File: src/rtl/srambank_pkg.sv
// rtl/srambank_pkg.sv - shared widths, depth and FSM state type for the SRAM bank arbiter
package srambank_pkg;

    localparam int DEF_ADDR_W = 10;
    localparam int DEF_DATA_W = 40;
    localparam int DEPTH      = 1 << DEF_ADDR_W;

    typedef enum logic {
        ST_INIT = 1'b0,
        ST_RUN  = 1'b1
    } state_e;

endpackage

File: src/rtl/rr_arb2.sv
// rtl/rr_arb2.sv - two-way round-robin arbiter with pointer update
module rr_arb2 (
    input  logic       en,
    input  logic [1:0] req,
    input  logic       ptr,
    output logic [1:0] grant,
    output logic       ptr_nxt
);

    // Grant one requester; the pointer always moves to the port that lost or did not ask
    always_comb begin
        grant   = 2'b00;
        ptr_nxt = ptr;
        if (en) begin
            case (req)
                2'b01: begin
                    grant   = 2'b01;
                    ptr_nxt = 1'b1;
                end
                2'b10: begin
                    grant   = 2'b10;
                    ptr_nxt = 1'b0;
                end
                2'b11: begin
                    if (ptr == 1'b0) begin
                        grant   = 2'b01;
                        ptr_nxt = 1'b1;
                    end else begin
                        grant   = 2'b10;
                        ptr_nxt = 1'b0;
                    end
                end
                default: begin
                    grant   = 2'b00;
                    ptr_nxt = ptr;
                end
            endcase
        end
    end

endmodule

File: src/rtl/srambank_arb2.sv
// rtl/srambank_arb2.sv - clears an external SRAM bank, then arbitrates two requesters onto it
module srambank_arb2
    import srambank_pkg::*;
#(
    parameter int ADDR_W = DEF_ADDR_W,
    parameter int DATA_W = DEF_DATA_W
) (
    input  logic              clk,
    input  logic              reset,

    input  logic              p0_req,
    input  logic              p0_we,
    input  logic [ADDR_W-1:0] p0_addr,
    input  logic [DATA_W-1:0] p0_wd,
    output logic              p0_ready,
    output logic              p0_rvalid,
    output logic [DATA_W-1:0] p0_rdata,

    input  logic              p1_req,
    input  logic              p1_we,
    input  logic [ADDR_W-1:0] p1_addr,
    input  logic [DATA_W-1:0] p1_wd,
    output logic              p1_ready,
    output logic              p1_rvalid,
    output logic [DATA_W-1:0] p1_rdata,

    output logic [ADDR_W-1:0] sram_addr,
    output logic [DATA_W-1:0] sram_wd,
    output logic              sram_banksel,
    output logic              sram_read,
    output logic              sram_write,
    input  logic [DATA_W-1:0] sram_dataout,

    output logic              init_done
);

    localparam logic [ADDR_W-1:0] LAST_ADDR = {ADDR_W{1'b1}};

    state_e            state_q, state_d;
    logic [ADDR_W-1:0] init_cnt_q, init_cnt_d;
    logic              ptr_q, ptr_d;
    logic              p0_rvalid_q, p0_rvalid_d;
    logic              p1_rvalid_q, p1_rvalid_d;
    logic              init_done_q, init_done_d;

    logic [1:0]        grant;
    logic              ptr_nxt;

    rr_arb2 u_arb (
        .en      (state_q == ST_RUN),
        .req     ({p1_req, p0_req}),
        .ptr     (ptr_q),
        .grant   (grant),
        .ptr_nxt (ptr_nxt)
    );

    assign p0_ready  = grant[0];
    assign p1_ready  = grant[1];
    assign p0_rdata  = sram_dataout;
    assign p1_rdata  = sram_dataout;
    assign p0_rvalid = p0_rvalid_q;
    assign p1_rvalid = p1_rvalid_q;
    assign init_done = init_done_q;

    // Next-state: walk the clear counter in INIT, track arbitration pointer and read pulses in RUN
    always_comb begin
        state_d     = state_q;
        init_cnt_d  = init_cnt_q;
        ptr_d       = ptr_q;
        p0_rvalid_d = 1'b0;
        p1_rvalid_d = 1'b0;
        init_done_d = init_done_q;
        case (state_q)
            ST_INIT: begin
                init_cnt_d = init_cnt_q + 1'b1;
                if (init_cnt_q == LAST_ADDR) begin
                    state_d     = ST_RUN;
                    init_done_d = 1'b1;
                end
            end
            ST_RUN: begin
                ptr_d       = ptr_nxt;
                p0_rvalid_d = grant[0] & ~p0_we;
                p1_rvalid_d = grant[1] & ~p1_we;
            end
            default: begin
                state_d = ST_INIT;
            end
        endcase
    end

    // SRAM port mux: clear writes during INIT, otherwise the granted requester or idle
    always_comb begin
        sram_addr    = '0;
        sram_wd      = '0;
        sram_banksel = 1'b0;
        sram_read    = 1'b0;
        sram_write   = 1'b0;
        if (state_q == ST_INIT) begin
            sram_addr    = init_cnt_q;
            sram_banksel = 1'b1;
            sram_write   = 1'b1;
        end else if (grant[0]) begin
            sram_addr    = p0_addr;
            sram_wd      = p0_wd;
            sram_banksel = 1'b1;
            sram_write   = p0_we;
            sram_read    = ~p0_we;
        end else if (grant[1]) begin
            sram_addr    = p1_addr;
            sram_wd      = p1_wd;
            sram_banksel = 1'b1;
            sram_write   = p1_we;
            sram_read    = ~p1_we;
        end
    end

    // FSM and registered status; reset abandons any access in flight and restarts the clear
    always_ff @(posedge clk or posedge reset) begin
        if (reset) begin
            state_q     <= ST_INIT;
            init_cnt_q  <= '0;
            ptr_q       <= 1'b0;
            p0_rvalid_q <= 1'b0;
            p1_rvalid_q <= 1'b0;
            init_done_q <= 1'b0;
        end else begin
            state_q     <= state_d;
            init_cnt_q  <= init_cnt_d;
            ptr_q       <= ptr_d;
            p0_rvalid_q <= p0_rvalid_d;
            p1_rvalid_q <= p1_rvalid_d;
            init_done_q <= init_done_d;
        end
    end

endmodule

File: config.mk
export PLATFORM = sky130hd
export DESIGN_NAME = srambank_arb2
export DESIGN_NICKNAME = d
export VERILOG_FILES = /design/src/rtl/srambank_pkg.sv /design/src/rtl/rr_arb2.sv /design/src/rtl/srambank_arb2.sv
export SDC_FILE = /design/constraint.sdc
export NUM_CORES = 1
export LEC_CHECK = 0
export CAP_MARGIN = 20
export CORE_MARGIN = 10
export CORE_UTILIZATION = 24
export CTS_CLUSTER_DIAMETER = 80
export DETAILED_ROUTE_END_ITERATION = 16
export PLACE_DENSITY = 0.83
export SYNTH_ARGS = -nofsm -noshare
export SYNTH_HDL_FRONTEND = slang
export SYNTH_HIERARCHICAL = 1
export SYNTH_SLANG_ARGS = --single-unit
export TNS_END_PERCENT = 20
File: constraint.sdc
create_clock -name clk -period 2.4 [get_ports clk]
set_clock_uncertainty 0.1 [all_clocks]
set_input_delay 0.36 -clock clk [delete_from_list [all_inputs] [get_ports clk]]
set_output_delay 0.36 -clock clk [all_outputs]
set_load 0.05 [all_outputs]
# Yosys cells after proc, flatten, opt, wreduce, memory -nomap -nowiden
# Cells that the tools add are included.
# op_classes
reduce_logical	3
eq_ne	4
bitwise	5
mux	24
addsub	1
# op_table
op	count
$mux W40	3
$mux W10	3
$mux W1	14
$add A10 B1 Y10 const B	1
$eq A10 B10 Y1 const B	1
$pmux W2 S3	1
$eq A2 B2 Y1 const B	2
$mux W2	2
$reduce_and A2 Y1	2
$not A1 Y1	3
$pmux W1 S3	1
$reduce_bool A3 Y1	1
$and A1 B1 Y1	2
$eq A2 B1 Y1 const B	1
# totals
inputBits	146
regBits	15
out_inout_bits	138

# Depth between registers and ports, before layout
# depth
ltp_word	6
ltp_mapped	6
depth_no_buf	5

# Cells and area by module
# The synthesis kept the hierarchy.
# by_module_without_submodules
mod	area_per_inst_um2	cells_each	seq_area_each_um2	instances
srambank_arb2	1886.8	223	375.4	1
rr_arb2	36.3	7	0.0	1

# Worst setup path before layout
# No wires, ideal clock.
# synth_timing
path_kind	register to output
startpoint	register state_q
endpoint	output port sram_read
t_arrival_ns	2.810
path_stages_with_launch	6
t_required_ns	1.940
setup_slack_ns	-0.870
path_cell_list	dfrtp_1 > nand2_1 > a21oi_1 > nor2b_1 > nand2b_1 > a21boi_0
# synth_between
elab_chain_len	4
# synth_lines
item	line	source
from (decl)	srambank_arb2.sv:39	state_e state_q, state_d;
from (signal assigned)	srambank_arb2.sv:128	state_q <= state_d;
$mux W2	rr_arb2.sv:14	if (en) begin
net p1_ready	srambank_arb2.sv:23	output logic p1_ready,
$mux W1	srambank_arb2.sv:109	end else if (grant[1]) begin
$mux W1	srambank_arb2.sv:103	end else if (grant[0]) begin
$mux W1	srambank_arb2.sv:99	if (state_q == ST_INIT) begin
to (decl)	srambank_arb2.sv:30	output logic sram_read,
# The timed path passes the listed nets, and every way through them passes these cells.

# Worst setup path in the final report
# layout_timing
startpoint	register ptr_q
endpoint	output port sram_wd[7]
# layout_between
elab_chain_len	6
# layout_lines
item	line	source
from (decl)	srambank_arb2.sv:41	logic ptr_q, ptr_d;
from (signal assigned)	srambank_arb2.sv:130	ptr_q <= ptr_d;
$mux W2 (*)	rr_arb2.sv:25	if (ptr == 1'b0) begin
$pmux W2 S3 (*)	rr_arb2.sv:15	case (req)
$mux W2 (*)	rr_arb2.sv:14	
$mux W40	srambank_arb2.sv:109	
$mux W40 (*)	srambank_arb2.sv:103	
$mux W40 (*)	srambank_arb2.sv:99	
to (decl)	srambank_arb2.sv:28	output logic [DATA_W-1:0] sram_wd,
# Every way passes the cells marked *; elsewhere a longest branch is shown, timed or not.

==> results.md <==
- CTS tree: built
- Final-stage net count: 471
- Number of synthesized flops with an enable pin: 0
- Die area: 12,000 um^2
- Syn nets: 377
- NetSw: 0.138 mW
- CP Class: reg -> out
- CP required: 1.94 ns
- Final WL: 9940 um
- Portion of total power attributed to combinational logic: 0.300
- Power Dens Cells: 162 nW/um^2
- Pin count of the biggest net entering global routing: 29
- Width of the die: 110 um
- Post-synth ARST share: 1.00
- Yosys cell types: 28
- Total power: 0.659 mW
- Die Y: 110 um
- Crit Path Max Fanout: 10
- Core area: 7770 um^2
- I/O Buffers: 163
- Clock sink count: 15
- DP Wirelength: 8140 um
- Yosys top cell area share: 0.312
- Final non-filler cell total: 425
- Clock root buffer: clkbuf_8
- Fin crit share: 0.971
- # DRC: 0
- Seq pwr share: 0.384
- Synth top area cells: buf_4, dfrtp_1, a22o_1, a22oi_1, a21oi_1
- Hold Fails Final Rpt: 0
- Ys Warns: 6
- Register bit total from synthesis: 15
- Post-placement cell count: 414
- WL/cell: 23.4 um
- Synth top cells by count: buf_4, a22o_1, dfrtp_1
- Worst vdd rail ir drop: 0.152 mV
- Leakage: 1.71 nW
- Post-cts hold buffer count: 0
- Cell count after synthesis: 230
- Main synth FF type: dfrtp_1
- Internal: 0.521 mW
- Clock transition at path regs: 0.07 ns
- Sw Share: 0.210
- RD Place Congestion: 0.943
- Clock share of power: 0.317
- Vias: 2,034
- Avg Cell Area, Syn: 8.36 um^2
- Headroom to the max-slew limit: 0.605
- Initial antenna violation count: 0
- Max Cap Violations: 0
- Initial core utilization: 0.248
- Sequential element share of the synthesized area: 0.195
- Clock Path Buffers: 2
- Cell type with the largest total area after synthesis: buf_4
- Max Fclk: 0.429 GHz
- Cell with the most instances after synthesis: buf_4
- Hold crit path type: in -> async
- Core Util, Final: 0.523
- Grt total ovfl: 0
- 1st-iter DRT viols: 61
- Worst skew pair latency: 0.25 ns
- Vias per inst: 4.79
- Critical path arrival: 1.87 ns
- H-tree levels: 1
- Final Slew Violations: 0
- Fin crit period: 2.33 ns
- First-pass GRT wire length: 13,300 um
- Total GRT Usage: 0.143
- Top Ports: 284
- DRT Pass-1 Iters: 4
- # diodes: 0
- Antenna viol nets, final: 0
- Area Overhead vs Synth: 111%
- Netlist Area Pre-Place: 1920 um^2
- # rows: 32
- # setup viols final: 0
- Actual slew at the worst max-slew pin: 0.590 ns
- Status: finished clean
- Vias in the first global route: 2,223
- Num CTS Buffers: 3
- CP endpoint kind: output port
- Startpoint Class: flop
- Proportion of layout cells with a drive suffix above 1: 0.365
[flip-flops by register name, summed over array words and instances, names as in the netlist]
signal	count
init_done	1
init_cnt_q	10
state_q	1
p0_rvalid	1
ptr_q	1
p1_rvalid	1
[per-layer routing]
metal | global-route usage | wire (um) | part of all wire
met5 | 0 | 0 | 0
met4 | 0.0297 | 76 | 0.0076
met3 | 0.0726 | 1240 | 0.12
met2 | 0.259 | 5140 | 0.52
met1 | 0.144 | 3490 | 0.35
[critical path: stages (launching register included)]
cell and delay (ns):
dfrtp_1 0.42, inv_1 0.12, a21oi_4 0.18, nand2_1 0.12, nor2_4 0.14, buf_12 0.13, clkbuf_16 0.16, a22o_1 0.19
buf_12 0.15
[per-stage QoR]
stage               setup TNS, ns  setup WS [ns]  hold slack, ns  cell area (um^2)
global route               -0.127        -0.0405           0.418              4060
global placement          -0.0736        -0.0310           0.359              3690
finish                          0         0.0702           0.368              4060
detailed placement         -0.385        -0.0331           0.374              3690
CTS                        -0.172        -0.0204           0.394              3770
floorplan                 -0.0153        -0.0153           0.161              1980
[area by class of cell]
class	count	area [um^2]
clock buffers	3	41.3
clock inverters	1	5.00
fillers	682	3710
inverters	3	11.3
multi-input cells	118	1070
flip-flops and latches	15	377
well taps	102	128
repair buffers	183	2420
[cell families (layout without fill, tap and decap cells)]
family	count (synthesis)	in the layout	synth area share
AOI/OAI and AO/OA	67	67	0.273
xor gates and xnor gates	9	9	0.0410
adders and majority gates	1	1	0.00651
buffers and inverters	97	190	0.370
DFF	15	15	0.195
muxes	2	2	0.0117
and+or+nand+nor	39	39	0.103
[final timing paths]
check,startpoint,to,slack [ns],depth (start not counted)
max,ptr_q,sram_wd[7],0.07,8
min,reset,ptr_q,0.37,2
max reg2reg,state_q,init_cnt_q[9],0.79,4
min reg2reg,init_done,init_done,0.38,1
max in group asynchronous,reset,state_q,1.41,2
min in group clk,init_done,init_done,0.38,1
[power groups by stage]
stage               combinational, mW  sequential, mW  clock [mW]
finish                          0.197           0.253       0.209
CTS                             0.191           0.253       0.214
detailed placement              0.189           0.258           0
global route                    0.208           0.253       0.224
floorplan                       0.365           0.258           0
global placement                0.188           0.258           0
[cells in the final DEF, fill, tap and decap left out, types with 2 or more instances in the layout]
master / synthesis / final
a21o_1: 2 / 2
a21oi_2: 1 / 11
a21oi_4: 0 / 2
a22o_1: 40 / 22
a22o_4: 0 / 18
a22oi_1: 11 / 11
buf_12: 0 / 59
buf_4: 80 / 10
buf_6: 5 / 2
buf_8: 0 / 2
clkbuf_8: 0 / 3
clkdlybuf4s50_1: 0 / 106
dfrtp_1: 15 / 14
dlymetal6s2s_1: 0 / 2
inv_1: 3 / 3
mux2_2: 2 / 2
nand2_1: 7 / 6
nand2b_1: 3 / 3
nand3_1: 2 / 2
nor2_1: 13 / 12
nor2b_1: 3 / 2
nor3_1: 5 / 5
xnor2_1: 5 / 5
xor2_1: 4 / 4
[repair_timing]
| item | in CTS | in global routing |
|---|---|---|
| pin swaps | 0 | 2 |
| setup buffers | 0 | 4 |
| cloned | 0 | 3 |
| setup endpoints to repair | 46 | 51 |
| gates resized for setup | 6 | 39 |
Power figures use the tool's default switching activity.
